## src/rtl/if_id_hazard.sv

```systemverilog
// IF/ID stage with load-use stall detection and branch-redirect flush.
// Holds the fetch PC and the ID-stage instruction; counts stall and flush cycles.
module if_id_hazard #(
    parameter int size = 32
) (
    input  logic            CLK,
    input  logic            RESET_N,
    input  logic [size-1:0] instr_IF,
    input  logic            branch_taken_EX,
    input  logic [size-1:0] branch_target_EX,
    input  logic            MemRead_EX,
    input  logic [4:0]      wrin_EX,
    output logic [size-1:0] PC_IF,
    output logic [size-1:0] PC_ID,
    output logic [size-1:0] instr_ID,
    output logic            valid_ID,
    output logic            stall_ID,
    output logic            bubble_ID,
    output logic [15:0]     stall_cnt,
    output logic [15:0]     flush_cnt
);
    localparam logic [size-1:0] NOP = size'(32'h0000_0013);
    localparam logic [6:0] OP_LUI   = 7'b0110111;
    localparam logic [6:0] OP_AUIPC = 7'b0010111;
    localparam logic [6:0] OP_JAL   = 7'b1101111;
    localparam logic [6:0] OP_R     = 7'b0110011;
    localparam logic [6:0] OP_S     = 7'b0100011;
    localparam logic [6:0] OP_B     = 7'b1100011;

    logic [size-1:0] pc_if_q, pc_if_d;
    logic [size-1:0] pc_id_q, pc_id_d;
    logic [size-1:0] instr_id_q, instr_id_d;
    logic            valid_id_q, valid_id_d;
    logic [15:0]     stall_cnt_q, stall_cnt_d;
    logic [15:0]     flush_cnt_q, flush_cnt_d;

    logic [6:0] opcode;
    logic [4:0] rs1_id, rs2_id;
    logic       uses_rs1, uses_rs2, rs_hit, stall;

    assign opcode = instr_id_q[6:0];
    assign rs1_id = instr_id_q[19:15];
    assign rs2_id = instr_id_q[24:20];

    always_comb begin
        uses_rs1 = !(opcode == OP_LUI || opcode == OP_AUIPC || opcode == OP_JAL);
        uses_rs2 = (opcode == OP_R || opcode == OP_S || opcode == OP_B);
        rs_hit   = (uses_rs1 && wrin_EX == rs1_id) || (uses_rs2 && wrin_EX == rs2_id);
        // A redirect squashes the ID instruction, so stalling it would be pointless.
        stall    = valid_id_q && MemRead_EX && (wrin_EX != 5'd0) && rs_hit && !branch_taken_EX;
    end

    always_comb begin
        pc_if_d    = pc_if_q;
        pc_id_d    = pc_id_q;
        instr_id_d = instr_id_q;
        valid_id_d = valid_id_q;
        if (branch_taken_EX) begin
            pc_if_d    = branch_target_EX;
            pc_id_d    = '0;
            instr_id_d = NOP;
            valid_id_d = 1'b0;
        end else if (!stall) begin
            pc_if_d    = pc_if_q + size'(4);
            pc_id_d    = pc_if_q;
            instr_id_d = instr_IF;
            valid_id_d = 1'b1;
        end
        stall_cnt_d = (stall && stall_cnt_q != 16'hFFFF) ? stall_cnt_q + 16'd1 : stall_cnt_q;
        flush_cnt_d = (branch_taken_EX && flush_cnt_q != 16'hFFFF) ? flush_cnt_q + 16'd1 : flush_cnt_q;
    end

    always_ff @(posedge CLK or negedge RESET_N) begin
        if (!RESET_N) begin
            pc_if_q     <= '0;
            pc_id_q     <= '0;
            instr_id_q  <= NOP;
            valid_id_q  <= 1'b0;
            stall_cnt_q <= '0;
            flush_cnt_q <= '0;
        end else begin
            pc_if_q     <= pc_if_d;
            pc_id_q     <= pc_id_d;
            instr_id_q  <= instr_id_d;
            valid_id_q  <= valid_id_d;
            stall_cnt_q <= stall_cnt_d;
            flush_cnt_q <= flush_cnt_d;
        end
    end

    assign PC_IF     = pc_if_q;
    assign PC_ID     = pc_id_q;
    assign instr_ID  = instr_id_q;
    assign valid_ID  = valid_id_q;
    assign stall_ID  = stall;
    assign bubble_ID = stall || branch_taken_EX || !valid_id_q;
    assign stall_cnt = stall_cnt_q;
    assign flush_cnt = flush_cnt_q;
endmodule
```

## config.mk

```make
export PLATFORM = sky130hd
export DESIGN_NAME = if_id_hazard
export DESIGN_NICKNAME = d
export VERILOG_FILES = /design/src/rtl/if_id_hazard.sv
export SDC_FILE = /design/constraint.sdc
export NUM_CORES = 1
export LEC_CHECK = 0
export ABC_AREA = 1
export CAP_MARGIN = 20
export CORE_ASPECT_RATIO = 0.6
export CORE_UTILIZATION = 52
export DETAILED_ROUTE_END_ITERATION = 10
export PLACE_DENSITY = 0.87
export SLEW_MARGIN = 20
export SYNTH_ARGS = -nofsm -noshare
export SYNTH_HDL_FRONTEND = slang
export SYNTH_SLANG_ARGS = --single-unit
```

## constraint.sdc

```tcl
create_clock -name CLK -period 3.9 [get_ports CLK]
set_input_delay 0.39 -clock CLK [delete_from_list [all_inputs] [get_ports CLK]]
set_output_delay 0.39 -clock CLK [all_outputs]
set_load 0.03 [all_outputs]
```

Word-level counts from Yosys, hierarchy flattened. Index checks and enable logic that the tools add are counted. Widths: inputs -> output; s select.

Add/sub/neg operators: 3. $mul: 0. Div/mod/pow operators: 0. Order comparisons: 0. Equality and inequality tests: 11. Shift-type cells: 0. Multiplexer cells: 8. Bitwise operators: 0. Reductions and logical operators: 19.

Operators by type and width (count): $mux 32 (6); $add 16x1->16 const B (2); $add 32x3->32 const B (1); $ne 16x16->1 const B (2); $eq 7x6->1 const B (3); $eq 7x7->1 const B (2); $eq 5x5->1 (2); $logic_and 1x1->1 (8); $eq 7x5->1 const B (1); $logic_or 1x1->1 (7); $reduce_bool 5->1 (1); $logic_not 1->1 (3); $mux 1 (2); $ne 2x2->1 const B (1).

Bits in registers: 129. Bits in latches: 0. Memory bits (writable): 0. ROM bits: 0. Input port bits: 73. Output and inout bits: 131. Word-level logic and storage cells: 47. Memories: 0.

Longest topological paths before layout.
Word-level depth: 10. Depth in mapped cells: 14. Depth with buffers taken out: 12.

Least setup slack after synthesis. Ideal clock, no wire load.

Path kind: reg2out. Start point: register instr_id_q[1], in the netlist instr_ID[1]. End point: output port bubble_ID. Arrival: 1731 ps. Required time: 3510 ps. Slack: 1779 ps. Cell stages (with the launch flop): 9. Buffers on the path: 1. Cells stage by stage: dfstp_2 -> nand2_1 -> nor2_1 -> nand3_1 -> nand3_1 -> nand2_2 -> nand2_1 -> clkbuf_1 -> nand3_1.

Longest elaborated chain between the ends: 10. Elaborated cells between the ends (all ways): 18. Those cells by class: eq/ne: 6; reduce/logical: 12.

Ends and longest elaborated chain: start: declaration (RTL line 32) `logic [size-1:0] instr_id_q, instr_id_d;`; start signal: assignment (RTL line 84) `instr_id_q <= instr_id_d;`; $eq 7x6->1 or $eq 7x5->1 (tied branches) (RTL line 46) `uses_rs1 = !(opcode == OP_LUI || opcode == OP_AUIPC || opcode == OP_JAL);`; $logic_or 1x1->1 (2 in a row) (RTL line 46); $logic_not 1->1 (RTL line 46); $logic_and 1x1->1 (RTL line 48) `rs_hit = (uses_rs1 && wrin_EX == rs1_id) || (uses_rs2 && wrin_EX == rs2_id);`; $logic_or 1x1->1 (*) (RTL line 48); $logic_and 1x1->1 (*) (2 in a row) (RTL line 50) `stall = valid_id_q && MemRead_EX && (wrin_EX != 5'd0) && rs_hit && !branch_taken_EX;`; $logic_or 1x1->1 (*) (2 in a row) (RTL line 96) `assign bubble_ID = stall || branch_taken_EX || !valid_id_q;`; end: declaration (RTL line 18) `output logic bubble_ID,`.

Mark *: on every way between the ends. The rest lies on a longest branch, timed or not.

Worst setup path in the final report.
Start point: register instr_id_q[0], in the netlist instr_ID[0]. End point: output port bubble_ID.

The elaborated chain is that of the path after synthesis.

==> impl_results.md <==
- Dominant cell type by area after synthesis: dfrtp_1
- Worst skew pair latency: roughly 0.42 ns
- Cell leakage power: between 0.004 and 0.005 uW
- Crit Path Max Fanout: 4
- Syn_area_per_cell: 7.22 sq um
- Filler cells: between 900 and 1k
- Asr flop ratio synth: 100%
- Largest cells by area after synthesis: dfrtp_1 (46%), nand2_1 (22%), nand3_1 (8.2%)
- Tcrit/Tclk final: about 70%
- Yosys reg bits: approximately 130
- Placed cell area: between 0.009 and 0.01 sq mm
- Crit end category: output pin
- Crit Path Class: reg -> out
- Post_cts resized: 0
- Die area: ~0.014 sq mm
- DR WL/cell: between 15 and 20 um
- Ratio of cells with drive above 1 in the final layout: under 10%
- Worst Hold Class: in -> async
- Power per Cell Area: 425 mW/mm^2
- Post-CTS Setup Bufs: 0
- DRT antenna net count: 0
- CTS Hold Buffers Added: 0
- Die W: roughly 150 um
- Worst slew pin tran: 0.917 ns
- GRT Overall Usage: a little over 30%
- Initial core utilization: between 50% and 60%
- Die height: just over 90 um
- Final setup fails: 0
- Critical Path RT: 3.51 ns
- GPL Wtd Cong: 0.950
- Synth cell count leaders: nand2_1 (403), dfrtp_1 (126), nand3_1 (113)
- Post-synth EDFFs: 0
- Dpl hpwl: roughly 14000 um
- Worst VDD drop: between 0.3 and 0.4 mV
- Slew HR: 38.9%
- Number of vias per cell: about 5.3
- Global-route wire length before repair: roughly 32000 um
- Fmax: 0.366 GHz
- DRT iter0 DRCs: approximately 550
- Worst setup SP type: register
- CTS Buf Count: 17
- Antenna violations before repair: 0
- Ant diodes: 0
- I/O Buffers: slightly above 200
- CTS max path bufs: 2
- CORE AREA: roughly 0.013 sq mm
- Max-cap viol count: 0
- Post-synth cell types: 28
- Largest net degree at the start of global routing: 90
- Final WL: about 20000 um
- Vias in the first global route: roughly 6.4k
- Root buf cell: clkbuf_16
- Synth top area share: between 40% and 50%
- # rows: 32
- Syn nets: just over 1k
- Synth Cell Area: approximately 0.007 sq mm
- Layout Nets: ~1.2k
- Final instance area: between 0.009 and 0.01 sq mm
- Pins Over Slew Limit: 0
- Final Util: 74.4%
- IO Pins: about 200
- Status: complete, no violations
- YS warnings: 0
- Seq/Total Area, Yosys: 46.9%
- Clock sink total: ~130
- Final TNS setup: 0 ns
- Residual DRC: 0
- Syn Inst Count: approximately 960
- Crit path DAT: roughly 2.3 ns
- Htree depth: 4
- Area growth, synth to finish: 39.1%
- First-pass detailed-route iteration total: 5
- Top_reg_cell synth: dfrtp_1
- Clock slew at reported path FFs: ~0.060 ns
- RSZ-0062 raised after global routing: false
- Post-layout minimum cycle time: 2.73 ns
- Most common cell in the synthesized netlist: nand2_1
- Final setup skew: about 0.012 ns
- GRT overflow: 0
- TritonCTS clock tree: done
- Via count: between 7k and 8k
- Final hold violation count: 0
==> worst max-delay path, cell delays in order, from the launching register on <==
cell and delay, ns:
dfstp_2 0.56, nand3_1 0.10, nor3_1 0.23, nand2_1 0.10, nand2_2 0.11, nand2_2 0.06
nand3_1 0.09, clkdlybuf4s50_1 0.69
==> through the flow <==
stage	hold WS (ns)	instances	total power (uW)	setup slack, ns
after detailed placement	0.457	1299	2560	1.19
final	0.0101	1331	4070	1.17
after global placement	0.453	1299	2540	1.21
after global routing	0.0722	1331	4240	1.03
after floorplan	0.0944	956	2110	1.78
after CTS	0.0423	1331	4080	1.17
==> flip-flops by register name, summed over array words and instances (netlist names) <==
name	cells
PC_ID	32
PC_IF	32
instr_ID	32
flush_cnt	16
stall_cnt	16
valid_ID	1
==> power breakdown <==
part           leakage [uW]  switching (uW)  internal [uW]
Sequential          0.00163             152           1460
Clock              0.000268             589            937
Combinational       0.00271             545            388
Total               0.00460            1290           2790
==> per-layer routing <==
metal / GRT usage, % / wire length, um / vias up
met5: 0 / 0 / -
met4: 7.67 / 294 / 0
met3: 7.99 / 1930 / 31
met2: 45.3 / 8720 / 325
met1: 43.5 / 9260 / 3250
li1: - / - / 3395
==> final timing paths <==
kind / start / to / slack [ns] / cells past startpoint
worst min-delay path: RESET_N / stall_cnt[7] / 0.01 / 1
worst max-delay path: instr_ID[0] / bubble_ID / 1.17 / 7
min in group CLK: PC_ID[21] / PC_ID[21] / 0.47 / 2
worst min register to register: PC_ID[21] / PC_ID[21] / 0.47 / 2
worst max register to register: instr_ID[0] / PC_ID[1] / 1.54 / 8
max in group asynchronous: RESET_N / PC_IF[24] / 3.00 / 2
==> placed cells by master (no fill, tap or decap), drive strengths merged, types with 3 or more instances in the layout <==
master,instances
dfstp,3
ha,3
nand2,404
clkinv,8
inv,70
clkbuf,22
xor2,23
or2,10
nand3b,6
clkdlybuf4s50,201
o21ai,47
nand4,9
dfrtp,126
nor3,16
nand3,114
buf,9
xnor2,13
nor2,68
==> kinds of logic after synthesis <==
family / Yosys count / share of synthesized area (%)
buffers and inverters: 109 / 6.28
and+or+nand+nor: 630 / 38.2
DFF: 129 / 46.9
AOI/OAI and AO/OA: 49 / 3.59
adders and majority gates: 3 / 0.544
xor gates and xnor gates: 36 / 4.57
==> area by class of cell <==
class	instances	area, sq um	share of cell area, %
clock buffers	22	444	4.63
clock inverters	10	113	1.17
inverters	72	272	2.83
multi-input cells	718	3240	33.7
flip-flops and latches	129	3230	33.7
well taps	170	213	2.22
repair buffers	210	2080	21.7
Note: power is estimated with default switching activity, not from simulation.
